File: src/rtl/lsu_pkg.sv
`default_nettype none
// ============================================================================
// Module   : lsu_pkg
// Purpose  : FSM states, Funct3 encodings and access helpers for the LSU.
// Revision : 1.0
// ============================================================================
package lsu_pkg;

  typedef enum logic [1:0] {
    IDLE = 2'd0,
    REQ  = 2'd1,
    WAIT = 2'd2,
    DONE = 2'd3
  } lsu_state_e;

  localparam logic [2:0] F3_B  = 3'b000;
  localparam logic [2:0] F3_H  = 3'b001;
  localparam logic [2:0] F3_W  = 3'b010;
  localparam logic [2:0] F3_BU = 3'b100;
  localparam logic [2:0] F3_HU = 3'b101;

  function automatic logic is_illegal(input logic [2:0] f3,
                                      input logic [1:0] off,
                                      input logic       store);
    logic bad;
    case (f3)
      F3_B, F3_BU: bad = 1'b0;
      F3_H, F3_HU: bad = off[0];
      F3_W:        bad = (off != 2'b00);
      default:     bad = 1'b1;
    endcase
    // Unsigned encodings have no store counterpart
    if (store && f3[2]) bad = 1'b1;
    return bad;
  endfunction

  function automatic logic [3:0] byte_enables(input logic [2:0] f3,
                                              input logic [1:0] off);
    logic [3:0] be;
    case (f3[1:0])
      2'b00:   be = 4'b0001 << off;
      2'b01:   be = 4'b0011 << off;
      default: be = 4'b1111;
    endcase
    return be;
  endfunction

  function automatic logic [31:0] store_data(input logic [2:0]  f3,
                                             input logic [31:0] wd);
    logic [31:0] d;
    case (f3[1:0])
      2'b00:   d = {4{wd[7:0]}};
      2'b01:   d = {2{wd[15:0]}};
      default: d = wd;
    endcase
    return d;
  endfunction

endpackage
`default_nettype wire

File: src/rtl/load_extend.sv
`default_nettype none
// ============================================================================
// Module   : load_extend
// Purpose  : Selects the addressed lane of a read word and sign/zero-extends.
// Revision : 1.0
// ============================================================================
module load_extend
  import lsu_pkg::*;
(
  input  logic [31:0] rdata,
  input  logic [1:0]  offset,
  input  logic [2:0]  Funct3,
  output logic [31:0] result
);

  logic [31:0] w_lane;

  assign w_lane = rdata >> {offset, 3'b000};

  always_comb begin
    result = rdata;
    case (Funct3)
      F3_B:    result = {{24{w_lane[7]}}, w_lane[7:0]};
      F3_H:    result = {{16{w_lane[15]}}, w_lane[15:0]};
      F3_BU:   result = {24'd0, w_lane[7:0]};
      F3_HU:   result = {16'd0, w_lane[15:0]};
      default: result = rdata;
    endcase
  end

endmodule
`default_nettype wire

File: src/rtl/load_store_unit.sv
`default_nettype none
// ============================================================================
// Module   : load_store_unit
// Purpose  : Single-outstanding load/store bridge between pipeline and bus.
// Revision : 1.0
// ============================================================================
module load_store_unit
  import lsu_pkg::*;
(
  input  logic        clk,
  input  logic        reset,
  input  logic        MemRead,
  input  logic        MemWrite,
  input  logic [2:0]  Funct3,
  input  logic [31:0] ALUResult,
  input  logic [31:0] WriteData,
  output logic [31:0] ReadData,
  output logic        Stall,
  output logic        MisalignedFault,
  output logic        mem_req,
  output logic        mem_we,
  output logic [31:0] mem_addr,
  output logic [3:0]  mem_be,
  output logic [31:0] mem_wdata,
  input  logic        mem_gnt,
  input  logic        mem_rvalid,
  input  logic [31:0] mem_rdata
);

  lsu_state_e  r_state;
  lsu_state_e  w_next;
  logic [2:0]  r_f3;
  logic [1:0]  r_off;
  logic        w_access;
  logic        w_illegal;
  logic        w_start;
  logic        w_load_done;
  logic [31:0] w_ext;

  // Gated by reset so Stall/MisalignedFault stay low while reset is held
  assign w_access    = reset & (MemRead | MemWrite);
  assign w_illegal   = is_illegal(Funct3, ALUResult[1:0], MemWrite);
  assign w_start     = (r_state == IDLE) && w_access && !w_illegal;
  assign w_load_done = ((r_state == REQ) && mem_gnt && mem_rvalid && !mem_we) ||
                       ((r_state == WAIT) && mem_rvalid);

  load_extend u_load_extend (
    .rdata  (mem_rdata),
    .offset (r_off),
    .Funct3 (r_f3),
    .result (w_ext)
  );

  always_ff @(posedge clk or negedge reset) begin
    if (!reset) begin
      r_state <= IDLE;
    end else begin
      r_state <= w_next;
    end
  end

  always_comb begin
    w_next = r_state;
    case (r_state)
      IDLE: if (w_start) w_next = REQ;
      REQ: begin
        if (mem_gnt) begin
          if (mem_we || mem_rvalid) w_next = DONE;
          else                      w_next = WAIT;
        end
      end
      WAIT:    if (mem_rvalid) w_next = DONE;
      DONE:    w_next = IDLE;
      default: w_next = IDLE;
    endcase
  end

  always_comb begin
    mem_req         = (r_state == REQ);
    Stall           = (r_state == REQ) || (r_state == WAIT) || w_start;
    MisalignedFault = (r_state == IDLE) && w_access && w_illegal;
  end

  // Bus fields are frozen at acceptance so they stay stable through REQ
  always_ff @(posedge clk or negedge reset) begin
    if (!reset) begin
      mem_we    <= 1'b0;
      mem_addr  <= 32'd0;
      mem_be    <= 4'd0;
      mem_wdata <= 32'd0;
      r_f3      <= 3'd0;
      r_off     <= 2'd0;
    end else if (w_start) begin
      mem_we    <= MemWrite;
      mem_addr  <= {ALUResult[31:2], 2'b00};
      mem_be    <= byte_enables(Funct3, ALUResult[1:0]);
      mem_wdata <= store_data(Funct3, WriteData);
      r_f3      <= Funct3;
      r_off     <= ALUResult[1:0];
    end
  end

  always_ff @(posedge clk or negedge reset) begin
    if (!reset) begin
      ReadData <= 32'd0;
    end else if (w_load_done) begin
      ReadData <= w_ext;
    end
  end

endmodule
`default_nettype wire

File: config.mk
export PLATFORM = sky130hd
export DESIGN_NAME = load_store_unit
export DESIGN_NICKNAME = d
export VERILOG_FILES = /design/src/rtl/lsu_pkg.sv /design/src/rtl/load_extend.sv /design/src/rtl/load_store_unit.sv
export SDC_FILE = /design/constraint.sdc
export NUM_CORES = 1
export LEC_CHECK = 0
export ABC_AREA = 1
export CAP_MARGIN = 20
export CORE_AREA = 2 2 114 116
export CTS_CLUSTER_SIZE = 40
export DETAILED_ROUTE_END_ITERATION = 16
export DIE_AREA = 0 0 116 118
export HOLD_SLACK_MARGIN = 0.06
export PLACE_DENSITY_LB_ADDON = 0.2
export SYNTH_ARGS = -nofsm -noshare
export SYNTH_HDL_FRONTEND = slang
export SYNTH_SLANG_ARGS = --single-unit
export TNS_END_PERCENT = 20
File: constraint.sdc
create_clock -name clk -period 1.9 [get_ports clk]
set_input_delay 0.475 -clock clk [delete_from_list [all_inputs] [get_ports clk]]
set_output_delay 0.475 -clock clk [all_outputs]
set_load 0.05 [all_outputs]
After elaboration in Yosys (flattened, before gate mapping)
Index checks and enable logic that the tools add are counted.

Register bits after elaboration: 106. Latch bits: 0. Bits in writable memories: 0. Memory bits (read-only): 0. Memories kept: 0.

$add $sub $neg: 0. $mul: 0. Divide/modulo/power cells: 0. Order comparisons: 0. Equal/unequal tests: 14. Shifts and indexed selects: 3. Mux-type cells: 10. Bitwise logic cells: 2. Reductions and logical operators: 22.

Operator list (number): one-hot mux 32 bit (4 select lines) (1); one-hot mux 32 bit (2 select lines) (1); right shift 32 x 5 -> 16 bit (1); equality test 3 bit (second input constant) (4); logical AND 1 bit (8); one-hot mux 2 bit (4 select lines) (1); one-hot mux 4 bit (2 select lines) (1); equality test 3 x 1 -> 1 bit (second input constant) (2); zero test 3 bit (2); 2-to-1 mux 2 bit (3); equality test 2 x 1 -> 1 bit (second input constant) (2); equality test 2 bit (second input constant) (2); zero test 2 bit (2); logical OR 1 bit (4); != test 2 bit (second input constant) (2); OR reduction 2 bit (2); << shifter 1 x 2 -> 4 bit (first input constant) (1); << shifter 2 x 2 -> 4 bit (first input constant) (1); equality test 3 x 2 -> 1 bit (second input constant) (1); one-hot mux 1 bit (3 select lines) (1); AND reduction 3 bit (1); zero test 1 bit (2); 2-to-1 mux 1 bit (2); != test 2 x 1 -> 1 bit (second input constant) (1); other kinds (3) (3).

Depth between registers and ports, before layout
Word-level depth: 8. Depth in mapped cells: 10.

Cells and area by module
A second synthesis with hierarchy kept.

Cells, all modules: 753. Area, all modules: 5547.8 um2.

By module, submodules not included: load_store_unit (times used 1, cells an instance 543, area an instance 4530.6 um2, sequential area each 2652.5 um2); load_extend (times used 1, cells an instance 210, area an instance 1017.2 um2, sequential area each 0.0 um2).

Worst setup path before layout
No wires, ideal clock.

Kind: register -> output. Start: register r_state[0]. End: output MisalignedFault. Data arrival time: 2.015 ns. Required time: 1.425 ns. Slack: -0.590 ns. Cell stages (with the launch flop): 6. Cell sequence: dfrtp_1 > inv_1 > ha_1 > nand2_1 > nor2_1 > a21boi_0.

Cells in the longest elaborated chain, start to end: 3.

Ends and longest elaborated chain: start: declaration (RTL line load_store_unit.sv:30) `lsu_state_e r_state;`; start signal: assignment (RTL line load_store_unit.sv:58) `r_state <= w_next;`; zero test 2 bit (RTL line load_store_unit.sv:81) `MisalignedFault = (r_state == IDLE) && w_access && w_illegal;`; logical AND 1 bit (2 in series) (RTL line load_store_unit.sv:81); end: declaration (RTL line load_store_unit.sv:19) `output logic MisalignedFault,`.

No other way between the ends.

Worst setup path after layout
Start: register r_state[1]. End: output Stall.

Cells in the longest elaborated chain, start to end: 4.

Ends and longest elaborated chain: zero test 2 bit (RTL line load_store_unit.sv:43) `assign w_start = (r_state == IDLE) && w_access && !w_illegal;`; logical AND 1 bit (2 in series) (RTL line load_store_unit.sv:43); logical OR 1 bit * (RTL line load_store_unit.sv:80) `Stall = (r_state == REQ) || (r_state == WAIT) || w_start;`; end: declaration (RTL line load_store_unit.sv:18) `output logic Stall,`.

Mark *: on every way between the ends. The rest lies on a longest branch, timed or not.

==> impl_metrics.yaml <==
synthesis:
  synth.distinct_cells: 26
  syn_area_per_cell_sq_um: 7.40
  syn_inst: 748
  synthMuxAreaShare_pct: 0
  ys_seq_area_share_pct: 48.0
  synth_ff_type: "dfrtp_1"
  yosys.area_share.simple_pct: 35.2
  synth_compound_area_share_pct: 8.14
  yosys-top-cells-area: "dfrtp_1 48%, nand2_1 25%, nand3_1 4.9%, inv_1 3.3%, a21oi_1 2.7%"
  synth_area_sq_um: 5530
  synth_xor_area_share_pct: 0
  ys_ff_latch: 106
  synth_edf_count: 0
  synth_top_area_share_pct: 48.0
  yosys.area.top_type: "dfrtp_1"
  synth_commonest_cells: "365 x nand2_1, 106 x dfrtp_1, 54 x nand3_1, 48 x inv_1, 30 x a21oi_1"
  yosys.area_share.adder_pct: 0.679
  synthArstFlopShare_pct: 100
  ys_warn_count: 0
  yosysMostFrequentCell: "nand2_1"
  synth_top_family_by_area: "simple AND/OR/NAND/NOR gates"
floorplan:
  io_pins: 209
  core_area_sq_um: 12400
  start_util_pct: 44.6
  die_height_microns: 118
  rows: 41
  die_area_sq_um: 13700
  die_x_microns: 116
sta:
  setup-violations-final: 3
  fin_crit_ns: 2.02
  period_share_pct: 107
  worstMarginPinSlew_ns: 0.586
  finalHoldViolations: 0
  fin_worst_skew_ns: 0.00607
  rsz0062_at_grt: "yes"
  fmax_mhz: 494
  finalMaxSlewViolations: 0
  relSlewSlack_pct: 60.9
  setup_ws_ns: -0.125
global_route:
  gr-usage-met2_pct: 40.4
  grt_antenna_before_repair: 0
  grt_start_max_net_pins: 54
  use_met3_pct: 6.69
  grt_pass1_vias: 5296
  use_met1_pct: 30.9
  busiest_layer: "met2"
  grt_pass1_wl_microns: 26100
  grt_overflow: 0
  grt.total_usage_pct: 24.3
worst_setup_path:
  critPathLaunchType: "flip-flop"
  crit_type: "reg2out"
  reg2reg_slack_ns: 0.12
  r2r_cells: 11
  rr_endpoint: "ReadData[24]"
  worstPathRequired_ns: 1.42
  startpoint: "r_state[1]"
  reg2reg_from: "r_state[1]"
  cp-end-kind: "output port"
  cp_max_fo: 2
  worst_ep_arrival_time_ns: 1.55
clock_network:
  clkLatencyLatePin_ns: 0.35
  clock_sink_count: 106
  holdBufCountCts: 0
  clockBufferDepth: 2
  numCtsBuffers: 9
  htreeDepth: 3
  cts_tree: "built"
  clk_pin_slew_ns: 0.07
  root_buffer: "clkbuf_16"
placed_design:
  hpwl_microns: 12000
  placedCellCount: 1125
  gp_congestion: 0.900
  portBuffers: 206
route:
  final_antenna_net_count: 0
  num_vias: 5502
  drtPass1Iterations: 5
  viasPerCell: 4.81
  drc: 0
  drt_iter0_markers: 297
  wl_per_cell_microns: 14.3
  wl_microns: 16300
final_layout:
  nets: 1076
  synthToLayoutAreaGrowth_pct: 45.9
  fin_cells: 1145
  drive_gt1_share_pct: 21.7
  final_util_pct: 65.0
  nFillCells: 1136
  diodes: 0
run:
  maxCapViolations: 0
run_status:
  outcome: "finished with violations"
  violations: "setup timing"
power:
  leakage_nw: 4.28
  pwr_density_cell_nw_per_um2: 1910
  ir_drop_v: 0.00114
worst_hold_path:
  hold_path.class: "in2async"
## area by class of cell
class                      instances  area (sq um)  share of cell area [%]
clock inverter                     7          87.6                    1.09
multi-input combinational        549          2510                    31.1
tap                              172           215                    2.67
clock buffer                       9           225                    2.79
timing repair buffer             248          2180                    27.0
sequential                       106          2650                    32.9
inverter                          54           203                    2.51
## cell families after synthesis
group,after synthesis
simple gates,463
flops,106
buf+inv,94
compound gates,81
fa+ha+maj,3
other cells,1
## cell usage in the layout (no fill, tap or decap), types with 8 or more instances in the layout
cell | Yosys | layout
nand3_1 | 54 | 54
or2_2 | 17 | 16
dfrtp_1 | 106 | 106
o21ai_1 | 11 | 11
inv_1 | 48 | 45
a21oi_1 | 30 | 30
a21boi_1 | 7 | 9
clkdlybuf4s50_1 | 0 | 96
nand2_2 | 7 | 8
nand2_1 | 365 | 363
inv_2 | 5 | 8
clkbuf_16 | 0 | 9
buf_4 | 2 | 139
o21ai_0 | 22 | 22
## worst max path at each step
stage / end / slack, ns / depth (start not counted)
finish: Stall / -0.12 / 8
global route: Stall / -0.19 / 8
CTS: Stall / -0.13 / 8
detailed placement: Stall / -0.44 / 8
global placement: Stall / -0.43 / 8
floorplan: ReadData[7] / 0.007 / 8
## what timing repair did
item	in CTS	in global routing
buffers inserted	3	1
gates resized for setup	20	5
pin swaps	5	0
endpoints found under the setup margin	4	6
## metrics by stage
step	power (mW)	instance area, sq um	hold slack [ns]	setup WS (ns)	setup TNS [ns]
final	15.4	8070	0.266	-0.125	-0.282
after global routing	16.4	8070	0.316	-0.192	-0.504
after CTS	15.4	8040	0.294	-0.132	-0.251
after detailed placement	13.3	7670	0.467	-0.440	-22.61
after global placement	13.2	7670	0.464	-0.431	-19.76
after floorplan	10.3	5540	0.179	0.00709	0
## registers in the layout (all words and copies together) (netlist names)
signal	count
mem_be	4
ReadData	32
mem_we	1
r_off	2
mem_addr	30
r_f3	3
mem_wdata	32
r_state	2
## worst max-delay path, stage by stage (launching register included)
cell,delay (ns)
dfrtp_1,0.39
inv_2,0.09
ha_4,0.15
nand2_4,0.06
nor2_4,0.12
nand3_4,0.09
inv_2,0.06
or2_4,0.11
buf_12,0.13
## per-layer routing
metal	wire length, microns	part of all wire [%]
met1	6730	41
met2	7860	48
met3	1470	9.0
met4	276	1.7
met5	0	0
## where the power goes
group | internal [mW] | switching [mW] | leakage, nW
registers | 3.34 | 0.680 | 1.31
clock network | 1.05 | 0.900 | 0.151
logic | 3.08 | 6.35 | 2.82
Power figures use the tool's default switching activity.
